===== src/rtl/uart_frame_rx.sv =====
// UART byte receiver followed by a framed-packet parser.
// Frame layout: HEAD0 HEAD1 payload[PAYLOAD_LEN] checksum TAIL.
module uart_frame_rx #(
  parameter int          CLK_FREQ    = 50000000,
  parameter int          BAUD        = 115200,
  parameter int          MSB_FIRST   = 1,
  parameter int          PARITY      = 0,
  parameter int          PAYLOAD_LEN = 5,
  parameter logic [7:0]  HEAD0       = 8'hAA,
  parameter logic [7:0]  HEAD1       = 8'h55,
  parameter logic [7:0]  TAIL        = 8'hEF,
  parameter int          TMO_BITS    = 32
) (
  input  logic                       clkin,
  input  logic                       rst_n,
  input  logic                       rxd,
  output logic                       byte_valid,
  output logic [7:0]                 byte_data,
  output logic                       frame_valid,
  output logic [8*PAYLOAD_LEN-1:0]   frame_data,
  output logic                       chk_err,
  output logic                       frm_err
);

  localparam int DIV     = CLK_FREQ / BAUD;
  localparam int CW      = $clog2(DIV + 1);
  localparam int TMO_CYC = TMO_BITS * DIV;
  localparam int TW      = $clog2(TMO_CYC + 1);
  localparam int PW      = $clog2(PAYLOAD_LEN + 1);
  localparam logic [CW-1:0] HALF     = CW'(DIV / 2);
  localparam logic [CW-1:0] LAST     = CW'(DIV - 1);
  // Two less than the period: one cycle for byte_valid to reach the frame FSM, one for the registered pulse.
  localparam logic [TW-1:0] TMO_LAST = TW'(TMO_CYC - 2);
  localparam logic [PW-1:0] PAY_LAST = PW'(PAYLOAD_LEN - 1);

  typedef enum logic [2:0] {B_IDLE, B_START, B_DATA, B_PAR, B_STOP} byte_state_t;
  typedef enum logic [2:0] {F_H0, F_H1, F_PAY, F_CHK, F_TL} frame_state_t;

  byte_state_t  bstate;
  frame_state_t fstate;

  logic          sync1, sync2, rx_q;
  logic [CW-1:0] bit_cnt;
  logic [2:0]    bit_idx;
  logic [7:0]    shreg;
  logic          par_bit;
  logic          par_ok;
  logic          byte_err;

  logic [PW-1:0]            pay_cnt;
  logic [8*PAYLOAD_LEN-1:0] pay_buf;
  logic [7:0]               sum;
  logic                     chk_ok;
  logic [TW-1:0]            tmo;

  always_comb begin
    par_ok = 1'b1;
    if (PARITY == 1)      par_ok = (^shreg) ^ par_bit;
    else if (PARITY == 2) par_ok = ~((^shreg) ^ par_bit);
  end

  // Byte receiver: start is qualified at mid-bit, later bits sampled DIV apart.
  always_ff @(posedge clkin) begin
    if (!rst_n) begin
      sync1      <= 1'b1;
      sync2      <= 1'b1;
      rx_q       <= 1'b1;
      bstate     <= B_IDLE;
      bit_cnt    <= '0;
      bit_idx    <= '0;
      shreg      <= '0;
      par_bit    <= 1'b0;
      byte_valid <= 1'b0;
      byte_err   <= 1'b0;
      byte_data  <= '0;
    end else begin
      sync1      <= rxd;
      sync2      <= sync1;
      rx_q       <= sync2;
      byte_valid <= 1'b0;
      byte_err   <= 1'b0;
      case (bstate)
        B_IDLE: begin
          bit_cnt <= '0;
          if (rx_q && !sync2) bstate <= B_START;
        end
        B_START: begin
          if (bit_cnt == HALF) begin
            bit_cnt <= '0;
            bit_idx <= '0;
            bstate  <= sync2 ? B_IDLE : B_DATA;
          end else begin
            bit_cnt <= bit_cnt + 1'b1;
          end
        end
        B_DATA: begin
          if (bit_cnt == LAST) begin
            bit_cnt <= '0;
            bit_idx <= bit_idx + 1'b1;
            if (MSB_FIRST != 0) shreg <= {shreg[6:0], sync2};
            else                shreg <= {sync2, shreg[7:1]};
            if (bit_idx == 3'd7) bstate <= (PARITY != 0) ? B_PAR : B_STOP;
          end else begin
            bit_cnt <= bit_cnt + 1'b1;
          end
        end
        B_PAR: begin
          if (bit_cnt == LAST) begin
            bit_cnt <= '0;
            par_bit <= sync2;
            bstate  <= B_STOP;
          end else begin
            bit_cnt <= bit_cnt + 1'b1;
          end
        end
        B_STOP: begin
          if (bit_cnt == LAST) begin
            bit_cnt <= '0;
            bstate  <= B_IDLE;
            if (sync2 && par_ok) begin
              byte_valid <= 1'b1;
              byte_data  <= shreg;
            end else begin
              byte_err <= 1'b1;
            end
          end else begin
            bit_cnt <= bit_cnt + 1'b1;
          end
        end
        default: bstate <= B_IDLE;
      endcase
    end
  end

  // Frame parser driven by the registered byte strobes.
  always_ff @(posedge clkin) begin
    if (!rst_n) begin
      fstate      <= F_H0;
      pay_cnt     <= '0;
      pay_buf     <= '0;
      sum         <= '0;
      chk_ok      <= 1'b0;
      tmo         <= '0;
      frame_valid <= 1'b0;
      frame_data  <= '0;
      chk_err     <= 1'b0;
      frm_err     <= 1'b0;
    end else begin
      frame_valid <= 1'b0;
      chk_err     <= 1'b0;
      frm_err     <= 1'b0;
      if (byte_err && (fstate inside {F_PAY, F_CHK, F_TL})) begin
        frm_err <= 1'b1;
        fstate  <= F_H0;
        tmo     <= '0;
      end else if (byte_valid) begin
        tmo <= '0;
        case (fstate)
          F_H0: if (byte_data == HEAD0) fstate <= F_H1;
          F_H1: begin
            if (byte_data == HEAD1) begin
              fstate  <= F_PAY;
              pay_cnt <= '0;
              sum     <= '0;
            end else if (byte_data != HEAD0) begin
              fstate <= F_H0;
            end
          end
          F_PAY: begin
            pay_buf      <= pay_buf << 8;
            pay_buf[7:0] <= byte_data;
            sum          <= sum + byte_data;
            if (pay_cnt == PAY_LAST) fstate <= F_CHK;
            else                     pay_cnt <= pay_cnt + 1'b1;
          end
          F_CHK: begin
            chk_ok <= (byte_data == sum);
            fstate <= F_TL;
          end
          F_TL: begin
            fstate <= F_H0;
            if (byte_data != TAIL) begin
              frm_err <= 1'b1;
            end else if (chk_ok) begin
              frame_valid <= 1'b1;
              frame_data  <= pay_buf;
            end else begin
              chk_err <= 1'b1;
            end
          end
          default: fstate <= F_H0;
        endcase
      end else if (fstate inside {F_PAY, F_CHK, F_TL}) begin
        if (tmo == TMO_LAST) begin
          frm_err <= 1'b1;
          fstate  <= F_H0;
          tmo     <= '0;
        end else begin
          tmo <= tmo + 1'b1;
        end
      end else begin
        tmo <= '0;
      end
    end
  end

endmodule


===== config.mk =====
export PLATFORM = sky130hd
export DESIGN_NAME = uart_frame_rx
export DESIGN_NICKNAME = d
export VERILOG_FILES = /design/src/rtl/uart_frame_rx.sv
export SDC_FILE = /design/constraint.sdc
export NUM_CORES = 1
export LEC_CHECK = 0
export BUFFER_PORTS_ARGS = -buffer_cell sky130_fd_sc_hd__buf_2
export CORE_ASPECT_RATIO = 0.9
export CORE_MARGIN = 3
export CORE_UTILIZATION = 50
export CTS_CLUSTER_DIAMETER = 120
export DETAILED_ROUTE_END_ITERATION = 10
export PLACE_DENSITY = 0.69
export SYNTH_ARGS = -nofsm -noshare
export SYNTH_HDL_FRONTEND = slang
export SYNTH_SLANG_ARGS = --single-unit

===== constraint.sdc =====
create_clock -name clkin -period 5.3 [get_ports clkin]
set_input_delay 0.53 -clock clkin [delete_from_list [all_inputs] [get_ports clkin]]
set_output_delay 0.53 -clock clkin [all_outputs]
set_load 0.05 [all_outputs]

# After elaboration in Yosys (flattened, before gate mapping)
# Index checks and enable logic that the tools add are counted.
# totals
register_bits	148
inputBits	3
wordCells	123
# op_classes
bitwise_logic	6
n_mux	37
reduce_logical	26
n_eq_ne	29
addsub	5
# ops
cell	n
3-bit 2-to-1 mux	17
9-bit case mux with 3 select lines	1
9-bit 2-to-1 mux	2
2-bit inequality test (second input constant)	8
8-bit inequality test (second input constant)	2
8-bit case mux with 2 select lines	1
3-bit case mux with 5 select lines	1
3-bit AND reduction	5
5-bit AND reduction	3
14-bit by 1-bit adder with 14-bit output (second input constant)	1
14-bit == test (second input constant)	1
3-bit by 2-bit == test with 1-bit output (second input constant)	4
3-bit == test (second input constant)	4
3-bit case mux with 2 select lines	2
3-bit case mux with 4 select lines	1
1-bit 2-to-1 mux	10
5-bit OR reduction	2
9-bit by 1-bit adder with 9-bit output (second input constant)	1
9-bit by 8-bit == test with 1-bit output (second input constant)	1
9-bit == test (second input constant)	1
8-bit adder	1
8-bit by 7-bit == test with 1-bit output (second input constant)	1
8-bit == test	1
8-bit == test (second input constant)	1
other kinds (18)	31

# Longest topological paths before layout
# depth
word_depth	5
depth_mapped	9
mapped_depth_nobuf	7

# Worst setup path after synthesis
# OpenSTA, ideal clock, no wires.
# synth_path
path_type	reg2reg
start	reg byte_data[1]
end	reg sum[7]
stages_incl_launch_ff	7
n_path_buf	0
t_required_ns	5.226
path_slack_ns	3.004
arrival_time_ns	2.222
synth_period_minus_slack_ns	2.296
cell_sequence	dfxtp_1 -> ha_1 -> a211oi_1 -> nor3_1 -> mux2i_1 -> or4_1 -> a31oi_1
# synth_via
elab_chain_len	3
word_cells_on_any_way	5
# synth_rtl
element	line	rtl
start, declared	18	output logic [7:0] byte_data,
start signal, assigned	122	byte_data <= shreg;
parallel branches: the longest is 3 deep, another holds 8-bit adder	n/a	
end signal, assigned	172	sum <= sum + byte_data;
end, declared	52	logic [7:0] sum;
# Several ways; the timed one is not identified.
# A chain may end at the register's enable or synchronous reset.

# Worst setup path in the final report
# layout_path
start	reg bit_cnt[0]
end	reg byte_data[0]
# layout_via
elab_chain_len	2
# layout_rtl
element	line	rtl
start, declared	43	logic [CW-1:0] bit_cnt;
start signal, assigned	93	bit_cnt <= bit_cnt + 1'b1;
start signal, assigned	104	bit_cnt <= bit_cnt + 1'b1;
start signal, assigned	113	bit_cnt <= bit_cnt + 1'b1;
9-bit == test	117	if (bit_cnt == LAST) begin
3-bit AND reduction (no source line)	n/a	
# Every way passes these cells.

==> metrics.txt <==
n_diodes=0; IR Drop Worst-Case VDD=0.233 mV; Area Overhead vs Synth=15.1%; FF-to-FF End=byte_data[0]; DIE WIDTH=122 um; Final #Nets=796; DP HPWL=8.78 mm; drt drc=0; Crit Path Max Fanout=15; Vias=5156; Vias per Instance=5.45; status=finished clean; CP required=5.57 ns; clk_lat worst skew=0.42 ns; sequential power share=0.479; Post-Syn Area=0.00610 sq mm; CTS Buf Count=17; buffers added on ports=54; Internal=0.00183 W; ys flop type=dfxtp_1; vias in the first global route=4898; largest net degree at the start of global routing=63; H-tree levels=4; CTS-repair resized insts=0; CP arrival=2.72 ns; worst hold endpoint=sync1; final hold viol count=0; max-cap violation count=0; initial antenna violation count=0; first-pass GRT wire length=22.3 mm; sw frac=0.214; clock power share=0.513; Post-Syn Area per Cell=8.23 sq um; Combinational Power Share=0.008; dpl cell area=0.00643 sq mm; cts hold-fix bufs=0; final setup TNS=0 ns; sw power=0.000499 W; CP Class=reg -> reg; # fillers=1046; drt pass-1 iters=5; GRT overflow=0; Fmax achieved=410 MHz; Slew HR=0.476; Worst-Margin Slew=0.785 ns; Post-synth EDFFs=0; Lkg Pwr=2.60 nW; Syn. warnings=0; Total GRT Usage=0.200; die area=0.0136 sq mm; core area=0.0117 sq mm; final worst-path cycle share=0.461; Worst Setup End Kind=register; startpoint type of the worst setup path=register; Synth area leader=dfxtp_1; post-synthesis sequential area ratio=0.486; post-CTS setup buffers=0; fin crit period=2.44 ns; deepest clock path buffer count=2; class of the worst hold path=in -> reg; R2R depth=6; worst r2r src=bit_cnt[0]; Syn Nets=760; CTS tree=built; Initial Util=0.523; die height=111 um; placement row count=37; io pins=55; unrepaired setup endpoints after global routing=no; Setup Skew=0.00699 ns; post-route cell area=0.00702 sq mm; hold depth=2; r2r setup slk=2.86 ns; final wirelength=13.2 mm; post-route ant nets=0; Synth top area share=0.486; Routed wire per std cell=14.0 um; share of cells above drive strength 1=0.133; TritonCTS sink count=148; DR iter-0 viols=394; synthesized flop and latch total=148; top cells by area, synth=dfxtp_1 (49%), nand2_1 (12%), a21oi_1 (9.2%); Slew Limit Fails=0; unique cell type count in the Yosys netlist=60; Synth Instances=741; asr flop ratio synth=0; Finish-stage setup viols=0; CTS clk-pin slew, worst paths=0.06 ns; Hold Startpoint=rxd; pwr dens=331 mW/mm^2; root buf cell=clkbuf_16; RePlAce Congestion=0.900
worst max-delay path, stage by stage (launching register included):
cell and delay, ns:
dfxtp_1 0.40, ha_1 0.19, and4b_1 0.29, and2_1 0.45
nand4_1 0.57, mux2i_1 0.33, nor2_1 0.06
worst max-delay path by stage:
stage,start,to,slack [ns],depth (start not counted)
after floorplan,byte_data[1],sum[7],3.00,6
after global placement,rst_n,sum[7],3.02,4
after detailed placement,bit_cnt[0],byte_data[0],2.89,6
after CTS,bit_cnt[0],byte_data[0],2.87,6
after global routing,bit_cnt[0],byte_data[2],2.57,6
final,bit_cnt[0],byte_data[0],2.86,6
layer usage:
metal  share of wire  vias to the layer above  global-route usage
li1                -                     2583                   -
met1            0.47                     2422               0.255
met2            0.48                      133               0.327
met3           0.045                       18              0.0541
met4           0.012                        0              0.0679
met5               0                        -                   0
cells in the mapped netlist (3+ instances only):
| cell type | n |
|---|---|
| nor4b_1 | 3 |
| xnor2_1 | 13 |
| nor3_1 | 14 |
| dfxtp_1 | 148 |
| and3_1 | 4 |
| buf_2 | 20 |
| nand3_1 | 25 |
| ha_1 | 15 |
| a21o_1 | 3 |
| nand4_1 | 9 |
| nand4b_1 | 3 |
| xor2_1 | 11 |
| or2_2 | 3 |
| clkbuf_1 | 23 |
| nor4_1 | 3 |
| a21oi_1 | 112 |
| nor2_1 | 46 |
| nand2b_1 | 5 |
| a31oi_1 | 3 |
| nand3b_1 | 3 |
| o21ai_0 | 11 |
| mux2i_1 | 10 |
| nand2_1 | 195 |
| inv_1 | 15 |
registers in the layout, indices dropped and copies added, names as in the netlist, 3 cells and up:
name,flops
frame_data,40
pay_buf,40
tmo,14
bit_cnt,9
byte_data,8
shreg,8
sum,8
bit_idx,3
bstate,3
fstate,3
pay_cnt,3
kinds of logic after synthesis:
| group | share of synthesized area |
|---|---|
| XOR/XNOR | 0.0345 |
| adder cells (fa/ha/maj) | 0.0341 |
| AO/OA/AOI/OAI | 0.139 |
| flip-flops | 0.486 |
| buffers and inverters | 0.0404 |
| AND/OR/NAND/NOR | 0.250 |
| multiplexers | 0.0164 |
final cells by class:
class                      instances  area (sq um)  share of cell area
sequential                       148          2960               0.422
multi-input combinational        534          2890               0.412
clock buffer                      19           443              0.0631
timing repair buffer              60           315              0.0449
tap                              156           195              0.0278
clock inverter                    13           148              0.0210
inverter                          16          61.3             0.00873
through the flow:
stage / hold slack [ns] / setup slack (ns) / util / power [W] / std cells
2_1_floorplan: 0.386 / 3.00 / - / 0.00115 / 741
3_3_place_gp: 0.397 / 3.02 / 0.551 / 0.00116 / 914
3_5_place_dp: 0.398 / 2.89 / 0.551 / 0.00116 / 914
4_1_cts: 0.284 / 2.87 / 0.602 / 0.00235 / 946
5_1_grt: 0.285 / 2.57 / 0.602 / 0.00239 / 946
6_report: 0.291 / 2.86 / 0.602 / 0.00233 / 946
power groups by stage:
stage	combinational (W)	clock [W]	sequential, W
finish	0.0000195	0.00119	0.00111
global route	0.0000216	0.00126	0.00111
CTS	0.0000194	0.00121	0.00111
detailed placement	0.0000193	0	0.00114
global placement	0.0000192	0	0.00114
floorplan	0.0000159	0	0.00114
cell usage in the layout (no fill, tap or decap), drive strengths merged, types with 4 or more instances in the layout:
| cell | n |
|---|---|
| nand2 | 195 |
| dfxtp | 148 |
| a21oi | 113 |
| buf | 60 |
| nor2 | 46 |
| nand3 | 25 |
| clkbuf | 19 |
| inv | 19 |
| ha | 15 |
| nor3 | 14 |
| xnor2 | 13 |
| o21ai | 11 |
| xor2 | 11 |
| mux2i | 10 |
| nand4 | 9 |
| nand2b | 5 |
| and3 | 4 |
| clkinvlp | 4 |
| clkinv | 4 |
| nor4 | 4 |
(Power assumes the default switching activity.)
